[src/rtl/alu_mul_seq_pkg.sv]
// Shared definitions for the shift-and-add multiply sequencer.
// ALU_OP_ADD is also referenced by the shared ALU decode.
package alu_mul_seq_pkg;

  localparam int unsigned DATA_W    = 16;
  localparam int unsigned OP_W      = 4;
  localparam int unsigned MUL_ITERS = 16;
  localparam int unsigned CNT_W     = $clog2(MUL_ITERS);

  localparam logic [OP_W-1:0]  ALU_OP_ADD = 4'b0000;
  localparam logic [CNT_W-1:0] CNT_LAST   = CNT_W'(MUL_ITERS - 1);

  typedef logic [1:0] state_t;

  localparam state_t ST_IDLE = 2'd0;
  localparam state_t ST_ITER = 2'd1;
  localparam state_t ST_DONE = 2'd2;

  // Partial-product addend for the current multiplier LSB.
  function automatic logic [DATA_W-1:0] addend_sel(input logic bit0,
                                                   input logic [DATA_W-1:0] mcand);
    return bit0 ? mcand : '0;
  endfunction

endpackage

[src/rtl/alu_mul_seq_dp.sv]
// Multiply datapath: hi/lo/mcand_r accumulator registers and registered
// ALU operand drive. Operands are zero whenever the sequencer is not iterating.
module alu_mul_seq_dp
  import alu_mul_seq_pkg::*;
(
  input  logic              clk,
  input  logic              rst_n,
  input  logic              load,
  input  logic              step,
  input  logic              iter_nxt,
  input  logic [DATA_W-1:0] mcand,
  input  logic [DATA_W-1:0] mplier,
  input  logic [DATA_W-1:0] alu_out,
  input  logic              alu_cout,
  output logic [DATA_W-1:0] hi,
  output logic [DATA_W-1:0] lo,
  output logic [DATA_W-1:0] alu_a,
  output logic [DATA_W-1:0] alu_b
);

  logic [DATA_W-1:0] mcand_r;
  logic [DATA_W-1:0] mcand_nxt;
  logic [DATA_W-1:0] hi_nxt;
  logic [DATA_W-1:0] lo_nxt;

  // Accumulator update: the 17-bit ALU result shifts right into {hi, lo}.
  always_comb begin
    mcand_nxt = mcand_r;
    hi_nxt    = hi;
    lo_nxt    = lo;
    if (load) begin
      mcand_nxt = mcand;
      hi_nxt    = '0;
      lo_nxt    = mplier;
    end else if (step) begin
      hi_nxt = {alu_cout, alu_out[DATA_W-1:1]};
      lo_nxt = {alu_out[0], lo[DATA_W-1:1]};
    end
  end

  // Operands are precomputed from next-state so the ALU sees flop outputs only.
  always_ff @(posedge clk or negedge rst_n) begin
    if (!rst_n) begin
      mcand_r <= '0;
      hi      <= '0;
      lo      <= '0;
      alu_a   <= '0;
      alu_b   <= '0;
    end else begin
      mcand_r <= mcand_nxt;
      hi      <= hi_nxt;
      lo      <= lo_nxt;
      alu_a   <= iter_nxt ? hi_nxt : '0;
      alu_b   <= iter_nxt ? addend_sel(lo_nxt[0], mcand_nxt) : '0;
    end
  end

endmodule

[src/rtl/alu_mul_seq.sv]
// 16x16 unsigned multiply sequencer that borrows the shared ALU for one
// shift-and-add iteration per granted cycle; stalls while the grant is withheld.
module alu_mul_seq
  import alu_mul_seq_pkg::*;
(
  input  logic              clk,
  input  logic              rst_n,
  input  logic              start,
  input  logic [DATA_W-1:0] mcand,
  input  logic [DATA_W-1:0] mplier,
  output logic              busy,
  output logic              done,
  output logic [DATA_W-1:0] prod_hi,
  output logic [DATA_W-1:0] prod_lo,
  output logic              alu_req,
  input  logic              alu_gnt,
  output logic [DATA_W-1:0] alu_a,
  output logic [DATA_W-1:0] alu_b,
  output logic              alu_cin,
  output logic [OP_W-1:0]   alu_op,
  input  logic [DATA_W-1:0] alu_out,
  input  logic              alu_cout
);

  state_t            state;
  state_t            state_nxt;
  logic [CNT_W-1:0]  cnt;
  logic [CNT_W-1:0]  cnt_nxt;
  logic              load;
  logic              step;
  logic              iter_nxt;
  logic [DATA_W-1:0] hi;
  logic [DATA_W-1:0] lo;

  assign load     = (state == ST_IDLE) && start;
  assign step     = (state == ST_ITER) && alu_gnt;
  assign iter_nxt = (state_nxt == ST_ITER);

  // Next-state and iteration count; a denied cycle leaves everything untouched.
  always_comb begin
    state_nxt = state;
    cnt_nxt   = cnt;
    case (state)
      ST_IDLE: begin
        if (start) begin
          state_nxt = ST_ITER;
          cnt_nxt   = '0;
        end
      end
      ST_ITER: begin
        if (alu_gnt) begin
          cnt_nxt = cnt + CNT_W'(1);
          if (cnt == CNT_LAST) begin
            state_nxt = ST_DONE;
          end
        end
      end
      ST_DONE: begin
        state_nxt = ST_IDLE;
      end
      default: begin
        state_nxt = ST_IDLE;
        cnt_nxt   = '0;
      end
    endcase
  end

  // State plus status flags registered from the next state.
  always_ff @(posedge clk or negedge rst_n) begin
    if (!rst_n) begin
      state   <= ST_IDLE;
      cnt     <= '0;
      busy    <= 1'b0;
      alu_req <= 1'b0;
      done    <= 1'b0;
    end else begin
      state   <= state_nxt;
      cnt     <= cnt_nxt;
      busy    <= iter_nxt;
      alu_req <= iter_nxt;
      done    <= (state_nxt == ST_DONE);
    end
  end

  alu_mul_seq_dp u_dp (
    .clk      (clk),
    .rst_n    (rst_n),
    .load     (load),
    .step     (step),
    .iter_nxt (iter_nxt),
    .mcand    (mcand),
    .mplier   (mplier),
    .alu_out  (alu_out),
    .alu_cout (alu_cout),
    .hi       (hi),
    .lo       (lo),
    .alu_a    (alu_a),
    .alu_b    (alu_b)
  );

  assign prod_hi = hi;
  assign prod_lo = lo;
  assign alu_cin = 1'b0;
  assign alu_op  = ALU_OP_ADD;

endmodule

[config.mk]
export PLATFORM = sky130hd
export DESIGN_NAME = alu_mul_seq
export DESIGN_NICKNAME = d
export VERILOG_FILES = /design/src/rtl/alu_mul_seq_pkg.sv /design/src/rtl/alu_mul_seq_dp.sv /design/src/rtl/alu_mul_seq.sv
export SDC_FILE = /design/constraint.sdc
export NUM_CORES = 1
export LEC_CHECK = 0
export ABC_AREA = 1
export CORE_MARGIN = 1
export CORE_UTILIZATION = 40
export DETAILED_ROUTE_END_ITERATION = 7
export GPL_TIMING_DRIVEN = 0
export PLACE_DENSITY = 0.76
export SETUP_SLACK_MARGIN = 0.3
export SLEW_MARGIN = 40
export SYNTH_ARGS = -nofsm -noshare
export SYNTH_HDL_FRONTEND = slang
export SYNTH_HIERARCHICAL = 1
export SYNTH_SLANG_ARGS = --single-unit
[constraint.sdc]
create_clock -name clk -period 1.8 [get_ports clk]
set_clock_uncertainty 0.15 [all_clocks]
set_input_delay 0.36 -clock clk [delete_from_list [all_inputs] [get_ports clk]]
set_output_delay 0.36 -clock clk [all_outputs]
set_load 0.01 [all_outputs]
# == Yosys cells after proc, flatten, opt, wreduce, memory -nomap -nowiden ==
# Index checks and enable logic that the tools add are counted.
# op_classes
reduce_logical,5
add_sub_neg,1
bitwise_logic,1
n_eq_ne,7
mux,15
# op_table
operator,n
16-bit 2-to-1 mux,8
4-bit case mux with 3 select lines,1
4-bit 2-to-1 mux,2
2-bit 2-to-1 mux,3
4-bit by 1-bit adder with 4-bit output (second input constant),1
2-bit by 1-bit equality test with 1-bit output (second input constant),2
2-bit equality test (second input constant),2
4-bit equality test (second input constant),1
2-bit != test (second input constant),2
2-bit case mux with 2 select lines,1
3-bit AND reduction,1
1-bit logical AND,2
2-bit logical NOT,1
2-bit nonzero test,1
1-bit inverter,1
# totals
output_inout_bits,72
in_bits,53
ff_bits,88

# == Longest topological paths before layout ==
# depth
word_depth,6
ltp_mapped,11
mapped_depth_nobuf,9

# == Cells and area by module ==
# The synthesis kept the hierarchy.
# modules_own_cells
module,cells_per_inst,area_each_um2,seq_area_each_um2,instances
alu_mul_seq_dp,313,3010.4,2001.9,1
alu_mul_seq,50,442.9,200.2,1

# == Worst setup path before layout ==
# No wires, ideal clock.
# synth_timing
path_type,register to register
start,reg cnt[0]
end,reg u_dp.alu_a[10]
arrival_time_ns,1.489
path_stages_with_launch,9
n_path_buf,2
setup_time_ns,0.086
setup_slack_ns,0.075
t_required_ns,1.564
cell_sequence,dfrtp_1 > ha_1 > nand4_1 > nand2_1 > o21ai_1 > buf_2 > inv_1 > buf_2 > nor3_1
# synth_via
elab_chain_cells,6
# synth_rtl
element,line_no,rtl
start: declaration,alu_mul_seq.sv:27,logic [CNT_W-1:0] cnt;
start signal: assignment,alu_mul_seq.sv:78,cnt <= cnt_nxt;
4-bit equality test,alu_mul_seq.sv:53,if (cnt == CNT_LAST) begin
2-bit 2-to-1 mux,alu_mul_seq.sv:53,
2-bit 2-to-1 mux,alu_mul_seq.sv:51,if (alu_gnt) begin
2-bit case mux with 2 select lines,alu_mul_seq.sv:43,case (state)
2-bit by 1-bit equality test with 1-bit output,alu_mul_seq.sv:37,assign iter_nxt = (state_nxt == ST_ITER);
net iter_nxt,alu_mul_seq.sv:31,logic iter_nxt;
16-bit 2-to-1 mux,alu_mul_seq_dp.sv:53,alu_a <= iter_nxt ? hi_nxt : '0;
end signal: assignment,alu_mul_seq_dp.sv:53,
end: declaration,alu_mul_seq_dp.sv:17,"output logic [DATA_W-1:0] alu_a,"
# The timed path passes the listed nets, and every way through them passes these cells.
# A chain may end at the register's enable or synchronous reset.

# == Final worst setup path ==
# layout_timing
start,reg state[1]
end,reg u_dp.alu_b[14]
# layout_via
word_cells_on_any_way,14
cone_classes,eq/ne: 2; mux: 9; reduce/logical: 3
# layout_rtl
element,line_no,rtl
start: declaration,alu_mul_seq.sv:25,state_t state;
start signal: assignment,alu_mul_seq.sv:77,state <= state_nxt;
2-bit logical NOT (*),alu_mul_seq.sv:35,assign load = (state == ST_IDLE) && start;
1-bit logical AND (*),alu_mul_seq.sv:35,
net load,alu_mul_seq.sv:29,logic load;
16-bit 2-to-1 mux,alu_mul_seq_dp.sv:31,if (load) begin
16-bit 2-to-1 mux (*),alu_mul_seq_pkg.sv:22,return bit0 ? mcand : '0;
16-bit 2-to-1 mux (*),alu_mul_seq_dp.sv:54,"alu_b <= iter_nxt ? addend_sel(lo_nxt[0], mcand_nxt) : '0;"
end signal: assignment,alu_mul_seq_dp.sv:54,
end: declaration,alu_mul_seq_dp.sv:18,output logic [DATA_W-1:0] alu_b
# Mark *: on every way through the listed nets, which the timed path passes. The rest lies on a longest branch. The select of a mux whose other input is x is not followed.

==> impl_metrics.csv <==
group,metric,value,unit
floorplanning,row_count,33,
sta,tns,0,ns
logic_synthesis,ys_ff_latch,88,
detailed_routing,remaining_drc_errors,0,
logic_synthesis,synth_xor_area_frac,0,
sta,period_needed,1.74,ns
finish,layout.nets,593,
floorplanning,fp.dieArea,9010,um^2
global_route,grt_max_degree,53,
logic_synthesis,yosysWarnings,6,
global_route,grt_pass1_vias,3056,
sta,fmax,0.575,GHz
worst_setup_path,worst-r2r-cell-count,8,
worst_setup_path,r2r-start,"state[1]$_DFF_PN0_",
logic_synthesis,synth_simple_gate_area_share,0.266,
clock_tree,clk-insertion-delay-late,0.34,ns
worst_setup_path,critPathMaxFanout,5,
flow_run,drv_cap,0,
sta,fin_crit_sh,0.967,
power,p_total,7910,uW
hold_path,min_path_type,"in -> async",
floorplanning,die_width,94.9,um
clock_tree,cts_tree,"done",
clock_tree,cts_root_buffer,"clkbuf_8",
logic_synthesis,synth_top_family_by_area,"simple AND/OR/NAND/NOR gates",
sta,hold_viol,0,
sta,fin_ws,0.0601,ns
clock_tree,cts_sinks,88,
clock_tree,path_clk_slew,0.09,ns
placed_design,port_buffers,119,
sta,setup_viol,0,
logic_synthesis,synth_edf_count,0,
floorplanning,die_y,94.9,um
worst_setup_path,critical_path_class,"reg -> reg",
placed_design,place_area,5060,um^2
logic_synthesis,syn_area,3450,um^2
worst_setup_path,r2r_slack,0.06,ns
logic_synthesis,syn_inst,363,
logic_synthesis,async_reset_ff_frac,1.00,
logic_synthesis,synthTopCellsByArea,"dfrtp_1 64%, nand2_1 11%, nor2_1 5.5%",
logic_synthesis,synth_flop_cell,"dfrtp_1",
floorplanning,io_pins,125,
global_route,grt_pass1_wl,14700,um
clock_tree,cts-buffers-inserted,9,
logic_synthesis,yosys.area.top_type,"dfrtp_1",
detailed_routing,first_pass_iters,4,
global_route,grt.total_usage,0.219,
detailed_routing,drt-initial-drc-count,115,
logic_synthesis,yosysMostFrequentCell,"nand2_1",
finish,drive_gt1_frac,0.416,
logic_synthesis,syn-mean-instance-area,9.51,um^2
sta,whs,0.318,ns
sta,rsz0062_at_grt,"true",
detailed_routing,ant_nets,0,
global_route,grt_overflow,0,
floorplanning,core-area,8300,um^2
logic_synthesis,synth_top_cells_by_count,"105 x nand2_1, 88 x dfrtp_1, 51 x nor2_1",
finish,area_delta_synth_final,66.6,%
finish,diodes,0,
placed_design,pre_cts_slack,-0.387,ns
clock_tree,htree_num_levels,3,
clock_tree,clock_tree.buffer_depth,2,
sta,drv_slew,0,
placed_design,gp_congestion,0.786,
worst_setup_path,end_kind,"flop",
logic_synthesis,post_synth_num_cell_types,25,
worst_setup_path,startpoint_type,"flop",
logic_synthesis,synth_top_area_frac,0.638,
floorplanning,start_util,0.416,
logic_synthesis,synthMuxAreaShare,0,
global_route,antenna_found_initial,0,
detailed_routing,routed_via_density,4.96,
worst_setup_path,arrival,1.83,ns
placed_design,place_hpwl,6170,um
finish,design_area,5750,um^2
power,power.density,1370,nW/um^2
detailed_routing,vias,3211,
power,p_leak,0.00282,uW
worst_setup_path,r2r-end,"u_dp/alu_b[14]$_DFF_PN0_",
worst_setup_path,cp_data_required_time,1.89,ns
detailed_routing,routed_wl,9930,um
run_status,status,"finished clean",
logic_synthesis,yosysSeqAreaShare,0.638,
logic_synthesis,synth_adder_area_share,0.00362,
detailed_routing,drt-wirelength-per-cell,15.3,um
logic_synthesis,synth-compound-area-share,0.0341,
power,peakVddDrop,0.563,mV
## final cells by class
cell class / instances / area [um^2]
clock buffer: 12 / 155
multi-input combinational: 245 / 1520
sequential: 88 / 2200
inverter: 9 / 48.8
timing repair buffer: 161 / 1380
fill: 654 / 2550
clock inverter: 3 / 17.5
buffer: 25 / 302
tap: 105 / 131
## power breakdown
group | internal [uW] | leakage [uW] | switching (uW)
logic | 1740 | 0.00165 | 1850
clock network | 566 | 0.0000882 | 659
registers | 2740 | 0.00109 | 363
total | 5040 | 0.00282 | 2870
## per-stage QoR
step	instances	util
final	648	0.693
after global routing	648	0.693
after CTS	639	0.689
after detailed placement	592	0.610
after global placement	591	0.607
after floorplan	367	-
## cells by family after synthesis
kind of cell / Yosys count
fa+ha+maj: 1
buf+inv: 34
flops: 88
compound gates: 22
simple gates: 217
other cells: 1
## critical path: stages, from the launching register on
cell and delay [ns]:
dfrtp_1 0.42, or2_1 0.24, nor2_1 0.11, buf_4 0.15
inv_4 0.06, or2_4 0.23, nand2_4 0.10, buf_6 0.13
nor2_1 0.05
## flip-flops by register name, summed over array words and instances (netlist names)
signal and flops:
alu_req 1, u_dp/mcand_r 16, u_dp/lo 16, done 1, u_dp/alu_b 16, u_dp/hi 16, u_dp/alu_a 16, state 2
cnt 4
## routing by layer
metal	GRT usage	wire length [um]	vias to the layer above
met5	0	0	-
met4	0.0581	135	0
met3	0.0628	497	14
met2	0.371	5080	103
met1	0.275	4220	1591
li1	-	-	1503
## worst max-delay path by stage
stage                                           to  depth (start not counted)  slack, ns          startpoint
after floorplan           u_dp/alu_b[10]$_DFF_PN0_                          8       0.14  state[1]$_DFF_PN0_
after detailed placement  u_dp/alu_b[14]$_DFF_PN0_                         10      -0.39             alu_gnt
after CTS                 u_dp/alu_b[14]$_DFF_PN0_                          8       0.06  state[1]$_DFF_PN0_
after global routing      u_dp/alu_b[14]$_DFF_PN0_                          8      -0.02  state[1]$_DFF_PN0_
final                     u_dp/alu_b[14]$_DFF_PN0_                          8       0.06  state[1]$_DFF_PN0_
after global placement     u_dp/alu_b[7]$_DFF_PN0_                          1      -2.90               rst_n
## cell usage in the layout, fill, tap and decap left out, types with 2 or more instances in the layout
cell type	instances
nand2_2	17
nand3_2	18
inv_1	3
buf_16	3
buf_12	6
clkbuf_4	2
clkinv_2	2
buf_6	12
nor3_2	10
o21ai_1	4
nand2_1	87
clkdlybuf4s50_1	51
clkdlybuf4s15_1	6
dfrtp_1	88
nor2_1	51
clkbuf_8	12
conb_1	5
nor3_4	5
clkbuf_2	50
o21ai_4	16
inv_2	3
buf_2	11
nand2_4	4
buf_4	37
nand3_1	16
clkbuf_16	4
nor2_4	3
nand4_1	2
## timing repair
action / CTS / global route
hold buffers: 1 / 0
setup endpoints to repair: 147 / 137
pin swaps: 8 / 16
resized for setup: 200 / 98
setup buffers: 26 / 6
gates cloned: 5 / 3
hold endpoints to repair: 36 / 0
Note: power is estimated with default switching activity, not from simulation.
